==> config.mk <==
export PLATFORM = sky130hd
export DESIGN_NAME = gravador_musica_flat
export DESIGN_NICKNAME = d
export VERILOG_FILES = /design/src/rtl/gravador_musica_if.sv /design/src/rtl/gravador_musica.sv /design/src/flat_wrapper.sv
export SDC_FILE = /design/constraint.sdc
export NUM_CORES = 1
export LEC_CHECK = 0
export CELL_PAD_IN_SITES_DETAIL_PLACEMENT = 0
export CELL_PAD_IN_SITES_GLOBAL_PLACEMENT = 2
export CORE_UTILIZATION = 30
export DETAILED_ROUTE_END_ITERATION = 16
export GPL_TIMING_DRIVEN = 0
export PLACE_DENSITY = 0.8
export SYNTH_ARGS = -nofsm -noshare
export SYNTH_HDL_FRONTEND = slang
export SYNTH_SLANG_ARGS = --single-unit
==> constraint.sdc <==
create_clock -name clock -period 4.1 [get_ports clock]
set_input_delay 0.82 -clock clock [delete_from_list [all_inputs] [get_ports clock]]
set_output_delay 0.82 -clock clock [all_outputs]
set_load 0.02 [all_outputs]
==> src/rtl/gravador_musica_if.sv <==
// Recorder-side bundle: control pulses and key code in, song-RAM write port and status out.
// The recorder uses the master view; the controller/RAM side uses the slave view.
interface gravador_musica_if #(
   parameter int ADDR_W  = 5,
   parameter int NOTA_W  = 4,
   parameter int TEMPO_W = 4
);
   logic               inicia;
   logic               para;
   logic [NOTA_W-1:0]  botoes_encoded;
   logic               metro;
   logic               we;
   logic [ADDR_W-1:0]  addr;
   logic [NOTA_W-1:0]  data_nota;
   logic [TEMPO_W-1:0] data_tempo;
   logic               ocupado;
   logic               pronto;
   logic               cheia;
   logic [2:0]         db_estado;

   modport master (
      input  inicia, para, botoes_encoded, metro,
      output we, addr, data_nota, data_tempo, ocupado, pronto, cheia, db_estado
   );

   modport slave (
      output inicia, para, botoes_encoded, metro,
      input  we, addr, data_nota, data_tempo, ocupado, pronto, cheia, db_estado
   );
endinterface

==> src/rtl/gravador_musica.sv <==
// Records key presses as (note, ticks) words into the song RAM, closing with a zero marker word.
// Registered outputs; a release or stop is written one cycle after it is sampled, no backpressure.
module gravador_musica #(
   parameter int ADDR_W  = 5,
   parameter int NOTA_W  = 4,
   parameter int TEMPO_W = 4
) (
   input  logic              clock,
   input  logic              reset,
   gravador_musica_if.master bus
);
   localparam logic [2:0] OCIOSO  = 3'd0;
   localparam logic [2:0] ESPERA  = 3'd1;
   localparam logic [2:0] MEDINDO = 3'd2;
   localparam logic [2:0] GRAVA   = 3'd3;
   localparam logic [2:0] MARCA   = 3'd4;
   localparam logic [2:0] FIM     = 3'd5;

   // The last RAM word is kept for the marker, so the final note goes one below it.
   localparam logic [ADDR_W-1:0]  ULTIMO_DADO = {{(ADDR_W-1){1'b1}}, 1'b0};
   localparam logic [TEMPO_W-1:0] TEMPO_MAX   = '1;

   logic [2:0]         estado;
   logic [NOTA_W-1:0]  nota_reg;
   logic [TEMPO_W-1:0] ticks;
   logic               para_visto;
   logic [TEMPO_W-1:0] ticks_final;
   logic [TEMPO_W-1:0] tempo_gravado;
   logic               sai_medindo;

   // A tick landing on the same edge as the release still belongs to the note.
   always_comb begin
      ticks_final = ticks;
      if (bus.metro && (ticks != TEMPO_MAX)) begin
         ticks_final = ticks + TEMPO_W'(1);
      end
      tempo_gravado = (ticks_final == '0) ? TEMPO_W'(1) : ticks_final;
      sai_medindo   = (bus.botoes_encoded != nota_reg) || bus.para || para_visto;
   end

   assign bus.db_estado = estado;

   always_ff @(posedge clock or negedge reset) begin
      if (!reset) begin
         estado         <= OCIOSO;
         nota_reg       <= '0;
         ticks          <= '0;
         para_visto     <= 1'b0;
         bus.we         <= 1'b0;
         bus.addr       <= '0;
         bus.data_nota  <= '0;
         bus.data_tempo <= '0;
         bus.ocupado    <= 1'b0;
         bus.pronto     <= 1'b0;
         bus.cheia      <= 1'b0;
      end else begin
         bus.we     <= 1'b0;
         bus.pronto <= 1'b0;
         case (estado)
            OCIOSO: begin
               if (bus.inicia) begin
                  bus.addr    <= '0;
                  bus.cheia   <= 1'b0;
                  bus.ocupado <= 1'b1;
                  para_visto  <= 1'b0;
                  estado      <= ESPERA;
               end
            end
            ESPERA: begin
               if (bus.botoes_encoded != '0) begin
                  nota_reg   <= bus.botoes_encoded;
                  ticks      <= '0;
                  para_visto <= bus.para;
                  estado     <= MEDINDO;
               end else if (bus.para) begin
                  bus.we         <= 1'b1;
                  bus.data_nota  <= '0;
                  bus.data_tempo <= '0;
                  estado         <= MARCA;
               end
            end
            MEDINDO: begin
               ticks <= ticks_final;
               if (bus.para) begin
                  para_visto <= 1'b1;
               end
               if (sai_medindo) begin
                  bus.we         <= 1'b1;
                  bus.data_nota  <= nota_reg;
                  bus.data_tempo <= tempo_gravado;
                  estado         <= GRAVA;
               end
            end
            GRAVA: begin
               bus.addr <= bus.addr + ADDR_W'(1);
               if ((bus.addr == ULTIMO_DADO) || para_visto || bus.para) begin
                  bus.cheia      <= (bus.addr == ULTIMO_DADO);
                  bus.we         <= 1'b1;
                  bus.data_nota  <= '0;
                  bus.data_tempo <= '0;
                  estado         <= MARCA;
               end else if ((bus.botoes_encoded != '0) && (bus.botoes_encoded != nota_reg)) begin
                  nota_reg <= bus.botoes_encoded;
                  ticks    <= '0;
                  estado   <= MEDINDO;
               end else begin
                  estado <= ESPERA;
               end
            end
            MARCA: begin
               bus.pronto  <= 1'b1;
               bus.ocupado <= 1'b0;
               para_visto  <= 1'b0;
               estado      <= FIM;
            end
            FIM: begin
               estado <= OCIOSO;
            end
            default: begin
               estado <= OCIOSO;
            end
         endcase
      end
   end
endmodule

==> src/flat_wrapper.sv <==
// flat-port wrapper written by rule: the top's interface ports become plain ports
module gravador_musica_flat 
#(
   parameter int ADDR_W  = 5,
   parameter int NOTA_W  = 4,
   parameter int TEMPO_W = 4
)
  (clock, reset, bus_inicia, bus_para, bus_botoes_encoded, bus_metro, bus_we, bus_addr, bus_data_nota, bus_data_tempo, bus_ocupado, bus_pronto, bus_cheia, bus_db_estado);
  gravador_musica_if #(.ADDR_W(ADDR_W), .NOTA_W(NOTA_W), .TEMPO_W(TEMPO_W)) bus_i ();
  input  logic clock;
  input  logic reset;
  input wire logic [$bits(bus_i.inicia)-1:0] bus_inicia;
  input wire logic [$bits(bus_i.para)-1:0] bus_para;
  input wire logic [$bits(bus_i.botoes_encoded)-1:0] bus_botoes_encoded;
  input wire logic [$bits(bus_i.metro)-1:0] bus_metro;
  output wire logic [$bits(bus_i.we)-1:0] bus_we;
  output wire logic [$bits(bus_i.addr)-1:0] bus_addr;
  output wire logic [$bits(bus_i.data_nota)-1:0] bus_data_nota;
  output wire logic [$bits(bus_i.data_tempo)-1:0] bus_data_tempo;
  output wire logic [$bits(bus_i.ocupado)-1:0] bus_ocupado;
  output wire logic [$bits(bus_i.pronto)-1:0] bus_pronto;
  output wire logic [$bits(bus_i.cheia)-1:0] bus_cheia;
  output wire logic [$bits(bus_i.db_estado)-1:0] bus_db_estado;
  assign bus_i.inicia = bus_inicia;
  assign bus_i.para = bus_para;
  assign bus_i.botoes_encoded = bus_botoes_encoded;
  assign bus_i.metro = bus_metro;
  assign bus_we = bus_i.we;
  assign bus_addr = bus_i.addr;
  assign bus_data_nota = bus_i.data_nota;
  assign bus_data_tempo = bus_i.data_tempo;
  assign bus_ocupado = bus_i.ocupado;
  assign bus_pronto = bus_i.pronto;
  assign bus_cheia = bus_i.cheia;
  assign bus_db_estado = bus_i.db_estado;
  gravador_musica #(.ADDR_W(ADDR_W), .NOTA_W(NOTA_W), .TEMPO_W(TEMPO_W)) u_core (.clock(clock), .reset(reset), .bus(bus_i));
endmodule
==> flow_metrics.py, run 1 <==
metrics = {
    "pwr": {
        "leakagePower_nw": 0.926,
        "clkPwrFrac_pct": 15.3,
        "sw_frac_of_total_pct": 43.4,
        "p_sw_mw": 0.753,
        "power_density_nw_per_um2": 797,
        "comb_power_share_pct": 54.7,
        "power_mw": 1.74,
        "p_int_mw": 0.983,
        "peakVddDrop_mv": 0.372,
        "seq_power_share_pct": 29.9,
    },
    "synthesis": {
        "avgSynthCellArea_um2": 9.63,
        "synth-edff-count": 0,
        "async_reset_ff_share_pct": 100,
        "synth-seq-cells": 29,
        "synth_cells": 179,
        "syn-num-nets": 191,
        "synthMuxAreaShare_pct": 6.39,
        "synth-compound-area-share_pct": 19.8,
        "synthAdderAreaFrac_pct": 2.18,
        "synth_cell_type_count": 45,
        "synthFlopType": "dfrtp_1",
        "syn_area_um2": 1720,
        "ys_warn_count": 0,
        "seq_area_frac_synth_pct": 42.1,
        "synth_xor_area_share_pct": 2.54,
        "synth_top_family_by_area": "simple AND/OR/NAND/NOR gates",
        "synth_simple_gate_area_share_pct": 23.4,
    },
    "place": {
        "dpl_cell_area_um2": 2080,
        "gp_congestion": 0.781,
        "io_buffers": 27,
        "dp_hpwl_um": 3030,
    },
    "layout": {
        "largest_reg_flops": 5,
        "final_util_pct": 39.6,
        "finalNetCount": 225,
        "antenna_cells": 0,
        "drive_gt1_share_pct": 13.1,
        "fin_area_um2": 2180,
        "area_growth_syn_to_layout_pct": 26.5,
        "nFillCells": 545,
        "top_register": "u_core.bus.addr",
    },
    "clock_tree": {
        "h-tree-depth": 2,
        "clk_latency_ns": 0.28,
        "hold_buffers": 0,
        "cts_setup_buffers": 0,
        "clk_pin_slew_ns": 0.07,
        "cts-resized-gates": 0,
        "cts_tree": "yes",
        "cts.path.max_buffers": 2,
        "cts_root_buf": "clkbuf_8",
        "cts_buffers": 5,
        "cts_sinks": 29,
    },
    "floorplanning": {
        "io_pins": 29,
        "rows": 27,
        "initial_core_util_pct": 31.3,
        "dieArea_um2": 6050,
        "die_y_um": 77.8,
        "die_x_um": 77.8,
        "coreArea_um2": 5510,
    },
    "global_routing": {
        "antenna_found_initial": 0,
        "grt_util_all_layers_pct": 15.4,
        "grt_max_degree": 30,
        "grt_pass1_wl_um": 7150,
        "grt-ovfl-total": 0,
        "first_global_vias": 1435,
    },
    "sta": {
        "slew_headroom_pct": 55.2,
        "fin_crit_sh_pct": 62.3,
        "finalSetupViolCount": 0,
        "fin_crit_ns": 2.56,
        "skew_ns": 0.00528,
        "fmax_mhz": 391,
        "drv_slew": 0,
        "worstMarginPinSlew_ns": 0.671,
        "tns_ns": 0,
        "hold_slack_ns": 0.505,
        "rsz0062_at_grt": "no",
        "finalHoldViolations": 0,
    },
    "min_path": {
        "min-delay-start": "u_core.bus.ocupado",
        "min_path_type": "reg -> reg",
    },
    "drt": {
        "postRouteAntennaNets": 0,
        "drt_iter0_markers": 63,
        "vias_per_cell": 5.07,
        "drc": 0,
        "via_count": 1451,
        "routed_wl_um": 4260,
        "drt_pre_antenna_iters": 4,
        "wl_per_cell_um": 14.9,
    },
    "critical_path": {
        "crit_family": "simple AND/OR/NAND/NOR gates",
        "cp_data_arrival_time_ns": 2.73,
        "path_buf_inv": 1,
        "slowest_delay_ns": 0.51,
        "setup.worst_path.start": "bus_botoes_encoded[0]",
        "crit_slowest_cell": "clkdlybuf4s50_1",
        "rr_startpoint": "u_core.nota_reg[1]",
        "cp-end-kind": "flop",
        "required_ns": 4.27,
        "critical_path_class": "in -> reg",
        "crit_fanout": 8,
        "worstPathCellList": "clkdlybuf4s50_1 -> nor4_2 -> nand4_1 -> and3_1 -> mux2_2",
        "start_kind": "input pin",
    },
    "job": {
        "drv_cap": 0,
    },
    "outcome": {
        "status": "finished, final reports clean",
    },
}
==> worst reg2reg max path: stages, from the launching register on <==
cell and delay (ns):
dfrtp_1 0.43, xnor2_1 0.24, nand4_2 0.29, o21ai_4 0.40, mux2_2 0.38
==> path summary, 6_finish.rpt <==
path	slack, ns	end	cells after the start
max in group asynchronous	3.09	u_core.bus.data_tempo[1]	1
worst min register to register	0.51	u_core.bus.ocupado	2
worst max-delay path	1.54	u_core.bus.data_nota[2]	5
min in group asynchronous	0.57	u_core.bus.pronto	1
worst max register to register	2.24	u_core.bus.data_nota[1]	4
worst min-delay path	0.51	u_core.bus.ocupado	2
==> synth_stat cells (5+ instances only) <==
cell | n | area (um^2)
nor2b_1 | 5 | 31.3
mux2i_1 | 5 | 50.1
inv_1 | 9 | 33.8
nand3_1 | 11 | 55.1
dfrtp_1 | 29 | 726
and3_1 | 9 | 56.3
o211ai_1 | 5 | 37.5
nand4_1 | 7 | 43.8
nand2_1 | 15 | 56.3
o21ai_0 | 8 | 40.0
a21oi_1 | 12 | 60.1
nor2_1 | 8 | 30.0
==> logic make-up after synthesis <==
| group | Yosys count |
|---|---|
| compound gates | 48 |
| buf+inv | 15 |
| fa+ha+maj | 3 |
| simple gates | 69 |
| flops | 29 |
| xor+xnor | 5 |
| mux | 10 |
==> per-layer routing <==
layer	vias to the layer above	track usage, %	routed length (um)
li1	734	-	-
met1	690	20.2	2100
met2	20	24.6	1970
met3	7	3.65	132
met4	0	5.66	60
met5	-	0	0
==> placed cells by master, fill, tap and decap left out, types with 3 or more instances in the layout <==
cell / n
a21oi_1: 12
a31oi_1: 4
and3_1: 9
and4_1: 3
buf_2: 5
clkbuf_8: 7
clkdlybuf4s50_1: 26
dfrtp_1: 29
ha_1: 3
inv_1: 9
mux2_2: 4
mux2i_1: 5
nand2_1: 15
nand3_1: 11
nand4_1: 7
nor2_1: 8
nor2b_1: 5
o211ai_1: 5
o21ai_0: 8
o21ai_1: 4
o31ai_1: 3
xnor2_1: 4
==> final cells by class <==
cell class | instances | area [um^2] | share of cell area [%]
clock buffer | 7 | 96.3 | 4.42
tap | 72 | 90.1 | 4.13
buffer | 6 | 27.5 | 1.26
sequential | 29 | 726 | 33.3
timing repair buffer | 27 | 265 | 12.2
clock inverter | 1 | 5.00 | 0.230
inverter | 9 | 33.8 | 1.55
multi-input combinational | 135 | 936 | 42.9
==> power groups by stage <==
stage          Sequential, mW  Clock (mW)  Combinational (mW)
2_1_floorplan           0.588           0               0.577
3_3_place_gp            0.526           0               0.950
3_5_place_dp            0.525           0               0.948
4_1_cts                 0.520       0.276               0.959
5_1_grt                 0.541       0.288                1.04
6_report                0.520       0.266               0.950
==> metrics by stage <==
stage,worst slack [ns],std cells
after floorplan,2.07,179
after global placement,1.27,278
after detailed placement,1.26,278
after CTS,1.56,286
after global routing,1.43,286
final,1.54,286
(Power assumes the default switching activity.)
==> run 2, diff against run 1 <==
clock period = 2.5 ns   (was 4.1 ns; I/O delays follow)
==> results of run 2 <==
The final DEF is identical to that of run 1. Status: finished, final reports clean.
Main changes from that run: setup slack after placement 1.26 ns -> -0.0206 ns; setup slack after layout 1.54 ns -> 0.265 ns; hold slack 0.505 ns -> 0.247 ns; register-to-register setup slack 2.24 ns -> 0.64 ns; total power 1.74 mW -> 2.85 mW; worst IR drop on VDD 0.372 mV -> 0.609 mV
==> run 3, diff against run 2 <==
CORE_ASPECT_RATIO = 1.1   (was unset)
CTS_CLUSTER_SIZE = 30   (was unset)
==> run 3 against run 2 <==
  * Sequential share of layout area is 0.17 points higher
  * Sequential power is 0.6% lower
  * Total power shrank 1.7%
  * First-iteration DRC count grew 35%
  * Clock power down 9.4%
  * Wire length down 1.6%
  * Non-clock buffer count is the same
  * Final cell count rose by 0.70%
  * Design area fell by 0.52%
  * Global-route usage increased by 0.46 points
  * Critical endpoint is now u_core.bus.data_nota[1]
==> flow_metrics.py, run 3 (synthesis gave the netlist of run 1 again) <==
metrics = {
    "clock_tree": {
        "cts_buffers": 5,
        "cts-resized-gates": 0,
        "clk_pin_slew_ns": 0.06,
        "cts_setup_buffers": 0,
        "cts_tree": "yes",
        "cts.path.max_buffers": 2,
        "cts_root_buf": "clkbuf_8",
        "h-tree-depth": 2,
        "cts_sinks": 29,
        "hold_buffers": 0,
        "clk_latency_ns": 0.28,
    },
    "drt": {
        "drt_pre_antenna_iters": 4,
        "drc": 0,
        "vias_per_cell": 5.08,
        "drt_iter0_markers": 85,
        "routed_wl_um": 4190,
        "wl_per_cell_um": 14.6,
        "via_count": 1462,
        "postRouteAntennaNets": 0,
    },
    "layout": {
        "antenna_cells": 0,
        "drive_gt1_share_pct": 12.2,
        "area_growth_syn_to_layout_pct": 25.9,
        "finalNetCount": 225,
        "fin_area_um2": 2170,
        "final_cells": 288,
        "top_register": "u_core.bus.addr",
        "mostFrequentLayoutCells": "dfrtp_1, clkdlybuf4s50_1, nand2_1",
        "largest_reg_flops": 5,
        "final_common_cell": "dfrtp_1",
    },
    "pwr": {
        "power_density_nw_per_um2": 1290,
        "leakagePower_nw": 0.916,
        "peakVddDrop_mv": 0.676,
    },
    "place": {
        "gp_congestion": 0.749,
        "dp_hpwl_um": 2940,
        "dpl_cell_area_um2": 2080,
        "place_ws_ns": -0.0715,
        "post-place-cells": 281,
        "io_buffers": 27,
    },
    "sta": {
        "rsz0062_at_grt": "no",
        "tns_ns": 0,
        "fmax_mhz": 442,
        "drv_slew": 0,
        "fin_crit_sh_pct": 90.6,
        "final.setup.worst_slack_ns": 0.235,
        "finalSetupViolCount": 0,
        "slew_headroom_pct": 54.5,
        "worstMarginPinSlew_ns": 0.683,
        "fin_crit_ns": 2.26,
        "finalHoldViolations": 0,
        "skew_ns": 0.00519,
    },
    "critical_path": {
        "rr_startpoint": "u_core.bus.addr[0]",
        "crit_fanout": 8,
        "slowest_delay_ns": 0.50,
        "r2r.worst_path.cells": 6,
        "start_kind": "input pin",
        "cp-end-kind": "flop",
        "regToRegSetupSlack_ns": 0.64,
        "worstPathCellList": "clkdlybuf4s50_1 -> nor4_2 -> nand4_1 -> and3_1 -> mux2_2",
        "crit_family": "simple AND/OR/NAND/NOR gates",
        "path_buf_inv": 1,
        "cp_data_arrival_time_ns": 2.43,
        "required_ns": 2.67,
        "r2r_end": "u_core.bus.data_tempo[0]",
        "crit_slowest_cell": "clkdlybuf4s50_1",
        "critical_path_class": "in -> reg",
    },
    "floorplanning": {
        "initial_core_util_pct": 31.5,
        "die_x_um": 74.3,
        "rows": 28,
        "die_y_um": 81.5,
        "dieArea_um2": 6050,
        "coreArea_um2": 5470,
        "io_pins": 29,
    },
    "global_routing": {
        "grtUsageMet2_pct": 23.4,
        "grt-ovfl-total": 0,
        "top_usage_layer": "met2",
        "antenna_found_initial": 0,
        "grt_use_met3_pct": 3.19,
        "grt_util_all_layers_pct": 15.9,
        "first_global_vias": 1411,
        "grt_pass1_wl_um": 7120,
        "grt_max_degree": 30,
        "use_met1_pct": 22.3,
    },
    "outcome": {
        "status": "finished, final reports clean",
    },
    "job": {
        "drv_cap": 0,
    },
    "min_path": {
        "min_path_type": "in -> async",
    },
}
## run 3: changes by cell type in the layout (fill, tap and decap cells not counted), sizes merged
cell and delta:
clkinv -1
## run 3: area by class of cell
cell class              instances  area [um^2]
plain buffers                   6         27.5
well taps                      75         93.8
fillers                       585         3300
clock buffers                   7         86.3
inverters                       9         33.8
repair buffers                 27          265
multi-input cells             135          936
flip-flops and latches         29          726
## run 3: how the worst max path moves through the flow
| stage | start | to | cells past startpoint |
|---|---|---|---|
| CTS | bus_botoes_encoded[0] | u_core.bus.data_nota[1] | 5 |
| finish | bus_botoes_encoded[0] | u_core.bus.data_nota[1] | 5 |
| detailed placement | bus_botoes_encoded[0] | u_core.bus.data_nota[1] | 5 |
| floorplan | bus_botoes_encoded[0] | u_core.para_visto | 4 |
| global route | bus_botoes_encoded[0] | u_core.bus.data_nota[1] | 5 |
| global placement | bus_botoes_encoded[0] | u_core.bus.data_nota[1] | 5 |
## run 3: per-stage QoR
step	util, %	hold WS (ns)	power (mW)
after floorplan	-	0.204	1.91
after CTS	39.7	0.279	2.82
after global placement	38.2	0.488	2.42
after global routing	39.7	0.318	3.02
final	39.7	0.258	2.80
after detailed placement	38.1	0.490	2.41
## run 3: metal layers
layer / up-vias / routed length (um)
met4: 0 / 84
li1: 738 / -
met2: 33 / 1870
met5: - / 0
met3: 7 / 146
met1: 684 / 2090
## run 3: worst reg2reg max path: cells and delay by family (launching register included)
kind	cells	cell delay, ns
AOI/OAI and AO/OA	2	0.66
and+or+nand+nor	2	0.46
DFF	1	0.42
adders and majority gates	1	0.21
buffers and inverters	1	0.06
## run 3: power by group
part	internal, mW	switching, mW	total [mW]
Clock	0.218	0.178	0.396
Sequential	0.666	0.182	0.848
Combinational	0.696	0.857	1.55
